**src/rtl/id_ex_skid_stage_if.sv**
```systemverilog
// Decode-to-execute stage bus: decode side, writeback refresh,
// flush, execute side and occupancy. The slave modport is the stage's view.
interface id_ex_skid_stage_if #(
   parameter int XLEN   = 32,
   parameter int NSRC   = 2,
   parameter int CTRL_W = 16,
   parameter int REGA_W = 5
);
   // decode side
   logic                   in_valid;
   logic                   in_ready;
   logic [CTRL_W-1:0]      in_ctrl;
   logic [XLEN-1:0]        in_pc;
   logic [XLEN-1:0]        in_pc4;
   logic [XLEN-1:0]        in_imm;
   logic [REGA_W-1:0]      in_rd;
   logic [NSRC*REGA_W-1:0] in_rs;
   logic [NSRC-1:0]        in_src_fp;
   logic [NSRC*XLEN-1:0]   in_opd;
   // writeback refresh
   logic                   wb_en;
   logic                   wb_fp;
   logic [REGA_W-1:0]      wb_rd;
   logic [XLEN-1:0]        wb_data;
   // kill
   logic                   flush;
   // execute side
   logic                   out_valid;
   logic                   out_ready;
   logic [CTRL_W-1:0]      out_ctrl;
   logic [XLEN-1:0]        out_pc;
   logic [XLEN-1:0]        out_pc4;
   logic [XLEN-1:0]        out_imm;
   logic [REGA_W-1:0]      out_rd;
   logic [NSRC*REGA_W-1:0] out_rs;
   logic [NSRC-1:0]        out_src_fp;
   logic [NSRC*XLEN-1:0]   out_opd;
   logic [1:0]             occupancy;

   modport slave (
      input  in_valid, in_ctrl, in_pc, in_pc4, in_imm, in_rd, in_rs, in_src_fp, in_opd,
      input  wb_en, wb_fp, wb_rd, wb_data, flush, out_ready,
      output in_ready, out_valid, out_ctrl, out_pc, out_pc4, out_imm, out_rd,
      output out_rs, out_src_fp, out_opd, occupancy
   );

   modport master (
      output in_valid, in_ctrl, in_pc, in_pc4, in_imm, in_rd, in_rs, in_src_fp, in_opd,
      output wb_en, wb_fp, wb_rd, wb_data, flush, out_ready,
      input  in_ready, out_valid, out_ctrl, out_pc, out_pc4, out_imm, out_rd,
      input  out_rs, out_src_fp, out_opd, occupancy
   );
endinterface

```
**src/rtl/id_ex_skid_stage.sv**
```systemverilog
// ID/EX pipeline stage as a 2-entry valid/ready skid buffer (main drives the
// outputs, skid holds the overflow). Held operands are refreshed from the
// writeback port so a stalled instruction never carries a stale source value.

// One operand channel: replace the operand when the writeback hits this source.
// Integer x0 is hardwired zero and never refreshed; FP f0 is a real register.
module id_ex_opd_fwd #(
   parameter int XLEN   = 32,
   parameter int REGA_W = 5
) (
   input  logic              en,
   input  logic [REGA_W-1:0] rs,
   input  logic              src_fp,
   input  logic [XLEN-1:0]   opd,
   input  logic              wb_en,
   input  logic              wb_fp,
   input  logic [REGA_W-1:0] wb_rd,
   input  logic [XLEN-1:0]   wb_data,
   output logic [XLEN-1:0]   opd_o
);
   logic hit;
   assign hit   = en & wb_en & (wb_rd == rs) & (wb_fp == src_fp) & (wb_fp | (wb_rd != '0));
   assign opd_o = hit ? wb_data : opd;
endmodule

module id_ex_skid_stage #(
   parameter int XLEN   = 32,
   parameter int NSRC   = 2,
   parameter int CTRL_W = 16,
   parameter int REGA_W = 5
) (
   input  logic                 clk,
   input  logic                 rst,
   id_ex_skid_stage_if.slave    bus
);
   typedef struct packed {
      logic [CTRL_W-1:0]           ctrl;
      logic [XLEN-1:0]             pc;
      logic [XLEN-1:0]             pc4;
      logic [XLEN-1:0]             imm;
      logic [REGA_W-1:0]           rd;
      logic [NSRC-1:0][REGA_W-1:0] rs;
      logic [NSRC-1:0]             src_fp;
      logic [NSRC-1:0][XLEN-1:0]   opd;
   } ent_t;

   ent_t main_q, main_d, skid_q, skid_d, in_ent;
   logic main_v_q, main_v_d, skid_v_q, skid_v_d;
   logic accept, pop;

   logic [NSRC-1:0][REGA_W-1:0] in_rs;
   logic [NSRC-1:0][XLEN-1:0]   in_opd, in_opd_r, main_opd_r, skid_opd_r;

   assign in_rs  = bus.in_rs;
   assign in_opd = bus.in_opd;

   // in_ready comes from state only, so out_ready never reaches it combinationally
   assign bus.in_ready = !skid_v_q;
   assign accept       = bus.in_valid & !skid_v_q;
   assign pop          = main_v_q & bus.out_ready;

   // Refresh the incoming instruction and both held entries, channel by channel
   for (genvar i = 0; i < NSRC; i++) begin : g_ch
      id_ex_opd_fwd #(.XLEN(XLEN), .REGA_W(REGA_W)) u_fwd_in (
         .en(1'b1), .rs(in_rs[i]), .src_fp(bus.in_src_fp[i]), .opd(in_opd[i]),
         .wb_en(bus.wb_en), .wb_fp(bus.wb_fp), .wb_rd(bus.wb_rd), .wb_data(bus.wb_data),
         .opd_o(in_opd_r[i])
      );
      id_ex_opd_fwd #(.XLEN(XLEN), .REGA_W(REGA_W)) u_fwd_main (
         .en(main_v_q), .rs(main_q.rs[i]), .src_fp(main_q.src_fp[i]), .opd(main_q.opd[i]),
         .wb_en(bus.wb_en), .wb_fp(bus.wb_fp), .wb_rd(bus.wb_rd), .wb_data(bus.wb_data),
         .opd_o(main_opd_r[i])
      );
      id_ex_opd_fwd #(.XLEN(XLEN), .REGA_W(REGA_W)) u_fwd_skid (
         .en(skid_v_q), .rs(skid_q.rs[i]), .src_fp(skid_q.src_fp[i]), .opd(skid_q.opd[i]),
         .wb_en(bus.wb_en), .wb_fp(bus.wb_fp), .wb_rd(bus.wb_rd), .wb_data(bus.wb_data),
         .opd_o(skid_opd_r[i])
      );
   end

   // Next-state: FIFO-ordered move between input, skid and main; flush wins
   always_comb begin
      in_ent        = '0;
      in_ent.ctrl   = bus.in_ctrl;
      in_ent.pc     = bus.in_pc;
      in_ent.pc4    = bus.in_pc4;
      in_ent.imm    = bus.in_imm;
      in_ent.rd     = bus.in_rd;
      in_ent.rs     = in_rs;
      in_ent.src_fp = bus.in_src_fp;
      in_ent.opd    = in_opd_r;

      main_d      = main_q;
      main_d.opd  = main_opd_r;
      skid_d      = skid_q;
      skid_d.opd  = skid_opd_r;
      main_v_d    = main_v_q;
      skid_v_d    = skid_v_q;

      if (!main_v_q) begin
         if (accept) begin
            main_d   = in_ent;
            main_v_d = 1'b1;
         end
      end else if (!skid_v_q) begin
         if (accept && pop) begin
            main_d = in_ent;
         end else if (accept) begin
            skid_d   = in_ent;
            skid_v_d = 1'b1;
         end else if (pop) begin
            main_v_d = 1'b0;
         end
      end else if (pop) begin
         // skid already carries its refreshed operands
         main_d      = skid_q;
         main_d.opd  = skid_opd_r;
         skid_v_d    = 1'b0;
      end

      if (bus.flush) begin
         main_v_d = 1'b0;
         skid_v_d = 1'b0;
      end
   end

   // Stage registers, cleared asynchronously
   always_ff @(posedge clk or negedge rst) begin
      if (!rst) begin
         main_q   <= '0;
         skid_q   <= '0;
         main_v_q <= 1'b0;
         skid_v_q <= 1'b0;
      end else begin
         main_q   <= main_d;
         skid_q   <= skid_d;
         main_v_q <= main_v_d;
         skid_v_q <= skid_v_d;
      end
   end

   assign bus.out_valid  = main_v_q;
   assign bus.out_ctrl   = main_v_q ? main_q.ctrl : '0;
   assign bus.out_pc     = main_q.pc;
   assign bus.out_pc4    = main_q.pc4;
   assign bus.out_imm    = main_q.imm;
   assign bus.out_rd     = main_q.rd;
   assign bus.out_rs     = main_q.rs;
   assign bus.out_src_fp = main_q.src_fp;
   assign bus.out_opd    = main_q.opd;
   assign bus.occupancy  = 2'(main_v_q) + 2'(skid_v_q);
endmodule

```
**src/flat_wrapper.sv**
```systemverilog
// flat-port wrapper written by rule: the top's interface ports become plain ports
module id_ex_skid_stage_flat 
#(
   parameter int XLEN   = 32,
   parameter int NSRC   = 2,
   parameter int CTRL_W = 16,
   parameter int REGA_W = 5
)
  (clk, rst, bus_in_valid, bus_in_ctrl, bus_in_pc, bus_in_pc4, bus_in_imm, bus_in_rd, bus_in_rs, bus_in_src_fp, bus_in_opd, bus_wb_en, bus_wb_fp, bus_wb_rd, bus_wb_data, bus_flush, bus_out_ready, bus_in_ready, bus_out_valid, bus_out_ctrl, bus_out_pc, bus_out_pc4, bus_out_imm, bus_out_rd, bus_out_rs, bus_out_src_fp, bus_out_opd, bus_occupancy);
  id_ex_skid_stage_if #(.XLEN(XLEN), .NSRC(NSRC), .CTRL_W(CTRL_W), .REGA_W(REGA_W)) bus_i ();
  input  logic clk;
  input  logic rst;
  input wire logic [$bits(bus_i.in_valid)-1:0] bus_in_valid;
  input wire logic [$bits(bus_i.in_ctrl)-1:0] bus_in_ctrl;
  input wire logic [$bits(bus_i.in_pc)-1:0] bus_in_pc;
  input wire logic [$bits(bus_i.in_pc4)-1:0] bus_in_pc4;
  input wire logic [$bits(bus_i.in_imm)-1:0] bus_in_imm;
  input wire logic [$bits(bus_i.in_rd)-1:0] bus_in_rd;
  input wire logic [$bits(bus_i.in_rs)-1:0] bus_in_rs;
  input wire logic [$bits(bus_i.in_src_fp)-1:0] bus_in_src_fp;
  input wire logic [$bits(bus_i.in_opd)-1:0] bus_in_opd;
  input wire logic [$bits(bus_i.wb_en)-1:0] bus_wb_en;
  input wire logic [$bits(bus_i.wb_fp)-1:0] bus_wb_fp;
  input wire logic [$bits(bus_i.wb_rd)-1:0] bus_wb_rd;
  input wire logic [$bits(bus_i.wb_data)-1:0] bus_wb_data;
  input wire logic [$bits(bus_i.flush)-1:0] bus_flush;
  input wire logic [$bits(bus_i.out_ready)-1:0] bus_out_ready;
  output wire logic [$bits(bus_i.in_ready)-1:0] bus_in_ready;
  output wire logic [$bits(bus_i.out_valid)-1:0] bus_out_valid;
  output wire logic [$bits(bus_i.out_ctrl)-1:0] bus_out_ctrl;
  output wire logic [$bits(bus_i.out_pc)-1:0] bus_out_pc;
  output wire logic [$bits(bus_i.out_pc4)-1:0] bus_out_pc4;
  output wire logic [$bits(bus_i.out_imm)-1:0] bus_out_imm;
  output wire logic [$bits(bus_i.out_rd)-1:0] bus_out_rd;
  output wire logic [$bits(bus_i.out_rs)-1:0] bus_out_rs;
  output wire logic [$bits(bus_i.out_src_fp)-1:0] bus_out_src_fp;
  output wire logic [$bits(bus_i.out_opd)-1:0] bus_out_opd;
  output wire logic [$bits(bus_i.occupancy)-1:0] bus_occupancy;
  assign bus_i.in_valid = bus_in_valid;
  assign bus_i.in_ctrl = bus_in_ctrl;
  assign bus_i.in_pc = bus_in_pc;
  assign bus_i.in_pc4 = bus_in_pc4;
  assign bus_i.in_imm = bus_in_imm;
  assign bus_i.in_rd = bus_in_rd;
  assign bus_i.in_rs = bus_in_rs;
  assign bus_i.in_src_fp = bus_in_src_fp;
  assign bus_i.in_opd = bus_in_opd;
  assign bus_i.wb_en = bus_wb_en;
  assign bus_i.wb_fp = bus_wb_fp;
  assign bus_i.wb_rd = bus_wb_rd;
  assign bus_i.wb_data = bus_wb_data;
  assign bus_i.flush = bus_flush;
  assign bus_i.out_ready = bus_out_ready;
  assign bus_in_ready = bus_i.in_ready;
  assign bus_out_valid = bus_i.out_valid;
  assign bus_out_ctrl = bus_i.out_ctrl;
  assign bus_out_pc = bus_i.out_pc;
  assign bus_out_pc4 = bus_i.out_pc4;
  assign bus_out_imm = bus_i.out_imm;
  assign bus_out_rd = bus_i.out_rd;
  assign bus_out_rs = bus_i.out_rs;
  assign bus_out_src_fp = bus_i.out_src_fp;
  assign bus_out_opd = bus_i.out_opd;
  assign bus_occupancy = bus_i.occupancy;
  id_ex_skid_stage #(.XLEN(XLEN), .NSRC(NSRC), .CTRL_W(CTRL_W), .REGA_W(REGA_W)) u_core (.clk(clk), .rst(rst), .bus(bus_i));
endmodule
```
**config.mk**
```make
export PLATFORM = sky130hd
export DESIGN_NAME = id_ex_skid_stage_flat
export DESIGN_NICKNAME = d
export VERILOG_FILES = /design/src/rtl/id_ex_skid_stage_if.sv /design/src/rtl/id_ex_skid_stage.sv /design/src/flat_wrapper.sv
export SDC_FILE = /design/constraint.sdc
export NUM_CORES = 1
export LEC_CHECK = 0
export CAP_MARGIN = 20
export CORE_ASPECT_RATIO = 1.75
export CORE_MARGIN = 2
export CORE_UTILIZATION = 52
export CTS_CLUSTER_SIZE = 8
export DETAILED_ROUTE_END_ITERATION = 8
export PLACE_DENSITY = 0.81
export SLEW_MARGIN = 20
export SYNTH_ARGS = -nofsm -noshare
export SYNTH_HDL_FRONTEND = slang
export SYNTH_SLANG_ARGS = --single-unit
```
**constraint.sdc**
```tcl
create_clock -name clk -period 3.2 [get_ports clk]
set_clock_uncertainty 0.05 [all_clocks]
set_input_delay 0.8 -clock clk [delete_from_list [all_inputs] [get_ports clk]]
set_output_delay 0.8 -clock clk [all_outputs]
set_load 0.01 [all_outputs]
```
==> impl_metrics.toml, run 1 <==
[critical_path]
worst_setup_path_start_kind = "flop"
crit_type = "reg -> out"
crit_path_max_fanout = 21
worst_setup_path_end_kind = "output pin"
cp.arrival_ns = 2.23
critPathRequiredTime_ns = 2.35

[route]
viasPerCell = 5.95
drt_pass1_iterations = 5
route.detailed.drc = 0
wire_per_inst_um = 23.0
drt_wl_total_um = 60500
vias_after_detailed_routing = 15600
detailedRoute.firstIterationViolations = 884
final_antenna_net_count = 0

[synth]
synthesis.instances = 1889
ys_async_sr_fraction_pct = 100
synth_top_flop_cell = "dfrtp_1"
synth.yosys.seq_area_share_pct = 48.0
syn-mean-instance-area_um2 = 10.7
synth.lib_cells_used.distinct = 45
yosys_register_bits = 388
mappedNetlistArea_um2 = 20200
synth-warning-count = 0
netlist.top_cell.by_area = "dfrtp_1"
post_synth_net_total = 2127
synth.top_cell.area_share_pct = 48.0
yosys-top-cells-area = "dfrtp_1 48%, mux2_2 13%, buf_4 6.7%, nor2_1 4.8%, o22ai_1 4.0%"
synth_edf_count = 0

[sta]
finalSetupViolCount = 0
final-hold-violation-count = 0
slew_viol_final = 0
fmax_mhz = 325
timing.max_slew.rel_slack_pct = 34.8
timing.final.crit_share_pct = 96.1
timing.final.crit_period_ns = 3.08
postLayoutSetupSlackWorst_ns = 0.124
setup_repair_after_global_routing_missed_its_margin = "false"
transition_at_the_pin_with_the_smallest_max_transition_slack_ns = 0.976

[clocking]
post_cts.resized_instances = 0
clock_tree.root_cell = "clkbuf_16"
cts.sinks = 388
post-cts-setup-buffer-count = 0
cts-buffers-inserted = 54
cts_buffer_depth = 3
holdBufCountCts = 0
cts_htree_levels = 2
clkLatencyLatePin_ns = 0.59
worst_setup_hold_path_clk_slew_ns = 0.05
clock_tree_from_tritoncts = "done"

[grt]
number_of_antenna_violations_at_the_first_check_in_global_routing = 11
gr-usage-all-layers_pct = 29.2
wire_length_of_the_first_global_routing_pass_um = 94400
sum_of_overflow_across_all_layers_after_global_routing = 0
grt_pass1_vias = 17100
grt_start_max_net_pins = 81

[floorplan]
initial_core_util_pct = 52.6
core_um2 = 38400
fp-row-count = 95
die_span_x_um = 153
die-height_um = 265
boundaryPins = 434
die_area_um2 = 40500

[place]
placement.setup.worst_slack_ns = -0.380
post-dp-hpwl_um = 41000
post_dp_cell_area_um2 = 24100
port-buffer-count = 433
gp_congestion = 0.867

[status]
run_status = "complete, no violations"

[power_and_ir_drop]
power.density_cell_area_nw_per_um2 = 599
worst_ir_drop_vdd_uv = 609
leakagePower_nw = 10.0

[hold_path]
class_of_the_worst_hold_path = "in -> async"

[layout]
drive_above_1_share_pct = 21.8
fin_area_um2 = 25500
area_delta_synth_final_pct = 26.3
layout.nets = 2371

[job]
cap_violations = 0
-- cells in the mapped netlist, types with 22 or more instances --
cell type / number
mux2i_1: 64
nor2_1: 261
dfrtp_1: 388
buf_2: 40
nand2_1: 195
buf_4: 181
xor2_1: 22
o221a_2: 63
or3_1: 64
mux2_2: 225
o22ai_1: 129
o211ai_1: 64
clkbuf_1: 81
mux2_4: 30
-- critical path, stage by stage, from the launching register on --
cell and delay (ns):
dfrtp_1 0.53, buf_4 0.34, and2_1 0.17, clkdlybuf4s50_1 0.59
-- state kept, by name, summed over array words and instances (netlist names) --
name                   cells
u_core.skid_q            193
u_core.bus.out_opd        64
u_core.bus.out_imm        32
u_core.bus.out_pc4        32
u_core.bus.out_pc         32
u_core.main_q             16
u_core.bus.out_rs         10
u_core.bus.out_rd          5
u_core.bus.out_src_fp      2
u_core.bus.out_valid       1
u_core.skid_v_q            1
-- path summary, 6_finish.rpt --
path,from,to,slack (ns),depth (start not counted)
worst max-delay path,u_core.bus.out_valid,bus_out_ctrl[1],0.12,3
worst min-delay path,rst,u_core.bus.out_imm[15],0.1,1
worst max register to register,u_core.skid_v_q,u_core.skid_q[143],0.76,4
worst min register to register,u_core.skid_q[108],u_core.skid_q[108],0.45,1
max in group asynchronous,rst,u_core.bus.out_opd[52],2.13,2
min in group clk,u_core.skid_q[108],u_core.skid_q[108],0.45,1
-- cell families after synthesis --
kind of cell               share of synthesized area (%)
DFF                                                 48.0
buffers and inverters                               9.99
xor gates and xnor gates                            1.56
AOI/OAI and AO/OA                                   10.4
and+or+nand+nor                                     11.9
muxes                                               18.0
adders and majority gates                         0.0619
-- metrics by stage --
stage	cells	util (%)	setup TNS (ns)	total power [mW]	hold slack (ns)
after CTS	2621	66.5	0	15.4	0.0996
after global routing	2626	66.5	0	15.9	0.123
after global placement	2562	62.8	-23.45	10.1	0.436
after detailed placement	2562	62.8	-28.48	10.2	0.444
final	2628	66.5	0	15.3	0.0988
after floorplan	1889	-	0	8.86	0.423
-- power breakdown --
group	internal [mW]	switching (mW)
clock	2.97	2.08
sequential	6.00	0.671
combinational	2.07	1.51
-- cell type report --
cell class              instances  area, µm²
clock inverters                 4       63.8
flip-flops and latches        388       9710
well taps                     485        607
multi-input cells            1183       8560
repair buffers                504       5220
fillers                      2781      12900
clock buffers                  55       1360
inverters                       2       7.51
diodes                          7       17.5
-- placed cells by master (no fill, tap or decap), drive strengths merged --
cell type / netlist / layout
nand2: 195 / 195
o211ai: 64 / 64
o221a: 64 / 64
clkbuf: 83 / 55
diode: 0 / 7
o31a: 1 / 1
and2: 16 / 16
xnor2: 14 / 14
and3: 1 / 1
o21ai: 1 / 1
mux2i: 64 / 64
buf: 233 / 72
clkdlybuf4s50: 0 / 432
nand4: 5 / 5
a21o: 1 / 1
clkinv: 0 / 2
nor2b: 1 / 1
or3: 64 / 64
mux2: 257 / 257
o31ai: 1 / 1
a211oi: 1 / 1
dfrtp: 388 / 388
or4: 1 / 1
ha: 1 / 1
o22ai: 129 / 129
nor2: 262 / 262
nor4: 6 / 6
xor2: 22 / 22
nand2b: 3 / 3
nand3: 2 / 2
a21oi: 5 / 5
and4: 2 / 2
inv: 2 / 4
-- layer usage --
layer,vias up,track usage (%),routed length (µm)
met5,-,0,84
met4,12,16.2,3440
met3,205,8.88,5080
met2,704,50.6,31000
met1,7771,31.7,20900
li1,6944,-,-
Power figures use the tool's default switching activity.
==> run 2: changes to the inputs <==
- TNS_END_PERCENT: unset -> 1
==> results of run 2 <==
The final DEF is identical to that of run 1; final timing and power are the same.
